===== src/rtl/aes_gcm_ghash_engine.sv =====
// rtl/aes_gcm_ghash_engine.sv - GCM GHASH accumulator and tag generator with digit-serial GF(2^128) multiply
//
// Purpose: absorbs AAD blocks and then CT blocks over a valid/ready handshake.
// Each block is folded into S as S = (S ^ block) * H. The trailing partial
// blocks are zero-masked. After the last block, the length block is folded in
// the same way. The engine then emits tag = (S ^ E(K,J0))[0:TAG_W-1].
//
// Ports:
//   clk, rst_n       clock, synchronous active-low reset
//   i_start          one-cycle pulse; latches i_h, i_encrypted_j0 and both lengths (idle only)
//   i_h              hash subkey H, GCM bit order [0:127]
//   i_encrypted_j0   E(K,J0), GCM bit order
//   i_aad_bits       AAD length in bits
//   i_ct_bits        ciphertext length in bits
//   i_valid          i_block valid
//   i_block          data block, AAD blocks first and then CT blocks
//   o_ready          engine takes i_block this cycle
//   o_busy           instance in progress
//   o_tag_valid      one-cycle tag strobe
//   o_tag            authentication tag [0:TAG_W-1]; holds until the next strobe
module aes_gcm_ghash_engine #(
   parameter int DIGIT_W = 8,
   parameter int LEN_W   = 39,
   parameter int TAG_W   = 128
) (
   input  logic             clk,
   input  logic             rst_n,
   input  logic             i_start,
   input  logic [0:127]     i_h,
   input  logic [0:127]     i_encrypted_j0,
   input  logic [LEN_W-1:0] i_aad_bits,
   input  logic [LEN_W-1:0] i_ct_bits,
   input  logic             i_valid,
   input  logic [0:127]     i_block,
   output logic             o_ready,
   output logic             o_busy,
   output logic             o_tag_valid,
   output logic [0:TAG_W-1] o_tag
);

   localparam int K     = 128 / DIGIT_W;
   localparam int CNT_W = (K > 1) ? $clog2(K) : 1;
   localparam int BLK_W = LEN_W - 7;
   // Index 0 is the x^0 coefficient, so the reduction constant sits at the left end.
   localparam logic [0:127] R_POLY = {8'hE1, 120'h0};

   typedef enum logic [2:0] {S_IDLE, S_ACCEPT, S_MULT, S_LEN, S_DONE} state_t;

   state_t           state_q, state_d;
   logic [0:127]     h_q, h_d, ej0_q, ej0_d, len_q, len_d;
   logic [0:127]     s_q, s_d, x_q, x_d, z_q, z_d, v_q, v_d;
   logic [BLK_W-1:0] aad_rem_q, aad_rem_d, ct_rem_q, ct_rem_d;
   logic [6:0]       aad_r_q, aad_r_d, ct_r_q, ct_r_d;
   logic [CNT_W-1:0] dig_q, dig_d;
   logic             len_phase_q, len_phase_d;
   logic [0:TAG_W-1] tag_q, tag_d;

   logic [0:127]     z_step, v_step, blk_mask, blk_masked, tag_full;
   logic [BLK_W-1:0] na_calc, nc_calc;
   logic             is_aad, is_last;
   logic [6:0]       r_sel;

   // Datapath: one digit of the shift-and-add multiply, plus block masking.
   always_comb begin
      z_step = z_q;
      v_step = v_q;
      for (int i = 0; i < DIGIT_W; i++) begin
         if (x_q[i]) begin
            z_step = z_step ^ v_step;
         end
         // Multiplying V by x moves it one place right in GCM order.
         // A carry out of bit 127 folds back in through R.
         v_step = v_step[127] ? ((v_step >> 1) ^ R_POLY) : (v_step >> 1);
      end
      tag_full = z_step ^ ej0_q;

      na_calc = BLK_W'(i_aad_bits >> 7) + {{(BLK_W-1){1'b0}}, |i_aad_bits[6:0]};
      nc_calc = BLK_W'(i_ct_bits >> 7) + {{(BLK_W-1){1'b0}}, |i_ct_bits[6:0]};

      // While AAD blocks remain, the incoming block is AAD.
      is_aad  = (aad_rem_q != '0);
      r_sel   = is_aad ? aad_r_q : ct_r_q;
      is_last = is_aad ? (aad_rem_q == BLK_W'(1)) : (ct_rem_q == BLK_W'(1));
      blk_mask = '1;
      if (is_last && (r_sel != 7'd0)) begin
         blk_mask = ~({128{1'b1}} >> r_sel);
      end
      blk_masked = i_block & blk_mask;
   end

   always_comb begin
      state_d     = state_q;
      h_d         = h_q;
      ej0_d       = ej0_q;
      len_d       = len_q;
      s_d         = s_q;
      x_d         = x_q;
      z_d         = z_q;
      v_d         = v_q;
      aad_rem_d   = aad_rem_q;
      ct_rem_d    = ct_rem_q;
      aad_r_d     = aad_r_q;
      ct_r_d      = ct_r_q;
      dig_d       = dig_q;
      len_phase_d = len_phase_q;
      tag_d       = tag_q;

      case (state_q)
         S_IDLE: begin
            if (i_start) begin
               h_d         = i_h;
               ej0_d       = i_encrypted_j0;
               len_d       = {64'(i_aad_bits), 64'(i_ct_bits)};
               s_d         = '0;
               aad_rem_d   = na_calc;
               ct_rem_d    = nc_calc;
               aad_r_d     = i_aad_bits[6:0];
               ct_r_d      = i_ct_bits[6:0];
               len_phase_d = 1'b0;
               state_d     = ((na_calc != '0) || (nc_calc != '0)) ? S_ACCEPT : S_LEN;
            end
         end
         S_ACCEPT: begin
            if (i_valid) begin
               x_d   = s_q ^ blk_masked;
               z_d   = '0;
               v_d   = h_q;
               dig_d = '0;
               if (is_aad) begin
                  aad_rem_d = aad_rem_q - BLK_W'(1);
               end else begin
                  ct_rem_d = ct_rem_q - BLK_W'(1);
               end
               state_d = S_MULT;
            end
         end
         S_LEN: begin
            x_d         = s_q ^ len_q;
            z_d         = '0;
            v_d         = h_q;
            dig_d       = '0;
            len_phase_d = 1'b1;
            state_d     = S_MULT;
         end
         S_MULT: begin
            z_d   = z_step;
            v_d   = v_step;
            x_d   = x_q << DIGIT_W;
            dig_d = dig_q + CNT_W'(1);
            if (dig_q == CNT_W'(K - 1)) begin
               s_d = z_step;
               if (len_phase_q) begin
                  // Loaded on entry to DONE so the tag is stable during the strobe.
                  tag_d   = tag_full[0:TAG_W-1];
                  state_d = S_DONE;
               end else if ((aad_rem_q != '0) || (ct_rem_q != '0)) begin
                  state_d = S_ACCEPT;
               end else begin
                  state_d = S_LEN;
               end
            end
         end
         S_DONE: begin
            state_d = S_IDLE;
         end
         default: begin
            state_d = S_IDLE;
         end
      endcase
   end

   always_ff @(posedge clk) begin
      if (!rst_n) begin
         state_q     <= S_IDLE;
         h_q         <= '0;
         ej0_q       <= '0;
         len_q       <= '0;
         s_q         <= '0;
         x_q         <= '0;
         z_q         <= '0;
         v_q         <= '0;
         aad_rem_q   <= '0;
         ct_rem_q    <= '0;
         aad_r_q     <= '0;
         ct_r_q      <= '0;
         dig_q       <= '0;
         len_phase_q <= 1'b0;
         tag_q       <= '0;
      end else begin
         state_q     <= state_d;
         h_q         <= h_d;
         ej0_q       <= ej0_d;
         len_q       <= len_d;
         s_q         <= s_d;
         x_q         <= x_d;
         z_q         <= z_d;
         v_q         <= v_d;
         aad_rem_q   <= aad_rem_d;
         ct_rem_q    <= ct_rem_d;
         aad_r_q     <= aad_r_d;
         ct_r_q      <= ct_r_d;
         dig_q       <= dig_d;
         len_phase_q <= len_phase_d;
         tag_q       <= tag_d;
      end
   end

   assign o_ready     = (state_q == S_ACCEPT);
   assign o_busy      = (state_q != S_IDLE);
   assign o_tag_valid = (state_q == S_DONE);
   assign o_tag       = tag_q;

endmodule


===== config.mk =====
export PLATFORM = sky130hd
export DESIGN_NAME = aes_gcm_ghash_engine
export DESIGN_NICKNAME = d
export VERILOG_FILES = /design/src/rtl/aes_gcm_ghash_engine.sv
export SDC_FILE = /design/constraint.sdc
export NUM_CORES = 2
export LEC_CHECK = 0
export BUFFER_PORTS_ARGS = -buffer_cell sky130_fd_sc_hd__buf_2
export CAP_MARGIN = 20
export CORE_MARGIN = 2
export CORE_UTILIZATION = 40
export DETAILED_ROUTE_END_ITERATION = 12
export PLACE_DENSITY = 0.66
export SYNTH_ARGS = -nofsm -noshare
export SYNTH_HDL_FRONTEND = slang
export SYNTH_SLANG_ARGS = --single-unit

===== constraint.sdc =====
create_clock -name clk -period 6.55 [get_ports clk]
set_input_delay 0.9825 -clock clk [delete_from_list [all_inputs] [get_ports clk]]
set_output_delay 0.9825 -clock clk [all_outputs]
set_load 0.05 [all_outputs]

==> flow_summary.ini <==
[status]
run_status = complete, no violations

[grt]
grt_pass1_wl_mm = 372.3
gr-total-overflow = 0
grt_max_degree = 247
grtUsageTotal_pct = 29.86
antenna_found_initial = 60
grt_pass1_vias = 56818

[clock_network]
cts_buffers = 117
cts_tree = done
cts_hold_buf = 0
clock-sinks = 1046
h-tree-depth = 3
cts_buffer_depth = 3
path_clk_slew_ns = 0.06
cts_resized = 0
clock_latency_ns = 0.78
postCtsSetupRepairBufs = 0
clockRootBuffer = clkbuf_16

[critical_path]
worst_setup_path_end_kind = flop
crit_type = flop to flop
r2r-start = aad_rem_q[0]$_SDFFE_PN0P_
endpoint = x_q[8]$_SDFFE_PN0P_
rr_worst_depth = 11
r2r_end = x_q[8]$_SDFFE_PN0P_
worst-endpoint-required_ns = 7.20
arrival_ns = 5.40
critPathMaxFanout = 19
worstSetupStartpointType = flop
crit_start = aad_rem_q[0]$_SDFFE_PN0P_
r2r_slack_ns = 1.80

[place]
dp_hpwl_mm = 178.0
numPortBuffers = 596
gp_congestion = 1.008
placed_cells = 10487
placed_area_mm2 = 0.06710

[power]
p_leak_uw = 0.02654
pwr-share-clk_pct = 34.1
p_per_area_mw_per_mm2 = 289.3
power.total_uw = 20610
p_sw_share_pct = 36.97
peakVddDrop_uv = 241.7
seq_power_share_pct = 38.8
combinationalPowerShare_pct = 27.2
power_switching_uw = 7618
p_int_uw = 12990

[floorplan]
ios = 597
core.rowCount = 146
core-area_mm2 = 0.1580
die_h_um = 402.6
dieWidth_um = 402.6
start_util_pct = 40.22
dieArea_mm2 = 0.1621

[synthesis]
synth-async-reset-ratio_pct = 0
synth_cell_types = 92
mappedNetlistArea_mm2 = 0.06355
synth_flop_cell = dfxtp_1
ys_seq_elements = 1046
syn_nets = 8970
syn_area_per_cell_um2 = 7.481
yosysWarningCount = 0
seq_area_frac_synth_pct = 32.95
synth_cells = 8495
synth-edff-count = 0

[timing]
setup_tns_ns = 0
slew_headroom_pct = 11.21
slew_violations = 0
period_needed_ns = 4.751
period_share_pct = 72.54
setup_viol = 0
hold_viol = 0
max_slew.worst_pin.slew_ns = 1.332
finalClockSkew_ns = 0.06441
rsz0062_at_grt = false
fmaxAchievable_ghz = 0.2105

[routing]
post-route-drc-count = 0
vias = 61666
firstDrtPassIters = 7
post_drt_wl_per_cell_um = 23.51
drt_wl_total_mm = 252.4
vias_per_cell = 5.745
drt_iter0_drc = 7597
final_antenna_net_count = 0

[final_layout]
final_area_mm2 = 0.07124
layout.nets = 9011
drive_gt1_share_pct = 11.76
areaGrowthSynthToFinish_pct = 12.09
fin_cells = 10734

[worst_hold_path]
hp-class = flop to flop

[job]
maxCapViolCount = 0
-- area by class of cell --
cell class,count,area (µm²)
Clock buffer,153,3266
Tap cell,2072,2592
Multi-Input combinational cell,6652,39630
Fill cell,15768,86780
Inverter,28,112.6
Sequential cell,1046,20970
Clock inverter,61,757.0
Antenna cell,31,77.57
Timing Repair Buffer,691,3836
-- synthesized netlist by cell type, drive strengths merged, types with 8 or more instances --
| cell type | instances | area (µm²) |
|---|---|---|
| o31ai | 29 | 256.5 |
| xnor2 | 968 | 8478 |
| or4 | 16 | 123.9 |
| ha | 9 | 112.6 |
| nand3 | 89 | 445.4 |
| a22oi | 13 | 97.59 |
| xor2 | 380 | 3328 |
| mux2 | 51 | 574.3 |
| o21ai | 341 | 1707 |
| a21oi | 382 | 1916 |
| nor2b | 27 | 168.9 |
| dfxtp | 1046 | 20940 |
| a311oi | 8 | 82.58 |
| buf | 102 | 469.2 |
| nand2b | 12 | 75.07 |
| or3 | 23 | 143.9 |
| and3 | 27 | 168.9 |
| and2 | 63 | 394.1 |
| and4 | 12 | 105.1 |
| o221ai | 164 | 1436 |
| o221a | 15 | 168.9 |
| a211oi | 9 | 67.56 |
| a221oi | 100 | 875.8 |
| nor4 | 32 | 221.5 |
| o22ai | 13 | 81.33 |
| a21o | 12 | 90.09 |
| nor3 | 90 | 478.0 |
| nand2 | 2386 | 8956 |
| or2 | 16 | 100.1 |
| nand4 | 34 | 212.7 |
| nor2 | 551 | 2068 |
| o211ai | 27 | 202.7 |
| o21a | 83 | 623.1 |
| a31oi | 38 | 237.7 |
| nor3b | 8 | 60.06 |
| o211a | 123 | 1231 |
| clkbuf | 667 | 2504 |
| inv | 28 | 105.1 |
| a21boi | 348 | 2613 |
| mux2i | 68 | 684.4 |
-- state kept, by name (all words and copies together), names as in the netlist --
name / cells
aad_r_q: 6
aad_rem_q: 32
ct_r_q: 6
ct_rem_q: 32
dig_q: 4
ej0_q: 128
h_q: 128
len_phase_q: 1
len_q: 66
o_tag: 128
s_q: 128
state_q: 3
v_q: 128
x_q: 128
z_q: 128
-- cell usage in the layout, fill, tap and decap left out, drive strengths merged, types with 29 or more instances in the layout --
cell type	count
buf	690
o211a	123
mux2	51
and2	63
nor4	32
xnor2	968
mux2i	68
o31ai	29
nand3	89
o21a	83
xor2	380
clkinv	36
a21boi	348
a31oi	38
dfxtp	1046
diode	31
o221ai	164
nand2	2386
a21oi	382
o21ai	341
nor3	90
nor2	551
clkbuf	154
a221oi	100
nand4	34
inv	33
-- through the flow --
stage          setup WS (ns)  utilization (%)  hold WS [ns]
3_3_place_gp           2.006            42.47        0.4321
6_report               1.799            45.08        0.4491
4_1_cts                1.890            45.01        0.4046
3_5_place_dp           1.904            42.47        0.4404
2_1_floorplan          3.089                -        0.4141
5_1_grt                1.600            45.07        0.4509
-- layer usage --
metal / vias up / routed length (µm) / share of wire [%] / track usage [%]
met5: - / 292 / 0.12 / 0
met4: 42 / 11740 / 4.7 / 13.60
met3: 555 / 26820 / 11 / 6.757
met2: 3187 / 104800 / 42 / 43.30
met1: 29493 / 108700 / 43 / 41.84
li1: 28389 / - / - / -
-- power by group through the flow --
stage                     combinational, µW  clock [µW]  sequential (µW)
final                                  5600        7020             7990
after global routing                   6030        7380             8030
after CTS                              5520        7100             7930
after detailed placement               5500           0             8060
after global placement                 5430           0             8050
after floorplan                        4280           0             7300
-- worst min-delay path by stage --
| stage | start | to | slack, ns | cells past startpoint |
|---|---|---|---|---|
| 2_1_floorplan | dig_q[3]$_SDFFE_PN0P_ | dig_q[3]$_SDFFE_PN0P_ | 0.41 | 1 |
| 3_3_place_gp | dig_q[3]$_SDFFE_PN0P_ | dig_q[3]$_SDFFE_PN0P_ | 0.43 | 1 |
| 3_5_place_dp | dig_q[3]$_SDFFE_PN0P_ | dig_q[3]$_SDFFE_PN0P_ | 0.44 | 1 |
| 4_1_cts | i_h[3] | h_q[3]$_SDFFE_PN0P_ | 0.40 | 3 |
| 5_1_grt | i_h[3] | h_q[3]$_SDFFE_PN0P_ | 0.45 | 3 |
| 6_report | h_q[13]$_SDFFE_PN0P_ | v_q[13]$_SDFFE_PN0P_ | 0.45 | 2 |
-- critical path, cell delays in order (launching register included) --
cell     delay [ns]
dfxtp_1        0.36
inv_1          0.07
ha_1           0.21
or3b_2         0.59
or4_4          0.62
nor3_4         0.84
buf_4          0.41
mux2i_1        0.70
nand3_1        0.22
o21ai_0        0.29
mux2i_1        0.21
o21ai_0        0.09
-- kinds of logic (layout without fill, tap and decap cells) --
kind of cell	count (synthesis)	after routing	synth area share (%)
AND/OR/NAND/NOR	3407	3407	21.89
XOR/XNOR	1359	1359	18.98
other	0	31	0
AO/OA/AOI/OAI	1758	1758	19.19
multiplexers	119	119	1.980
adder cells (fa/ha/maj)	9	9	0.1772
flip-flops	1046	1046	32.95
buffers and inverters	797	933	4.843
Note: power is estimated with default switching activity, not from simulation.
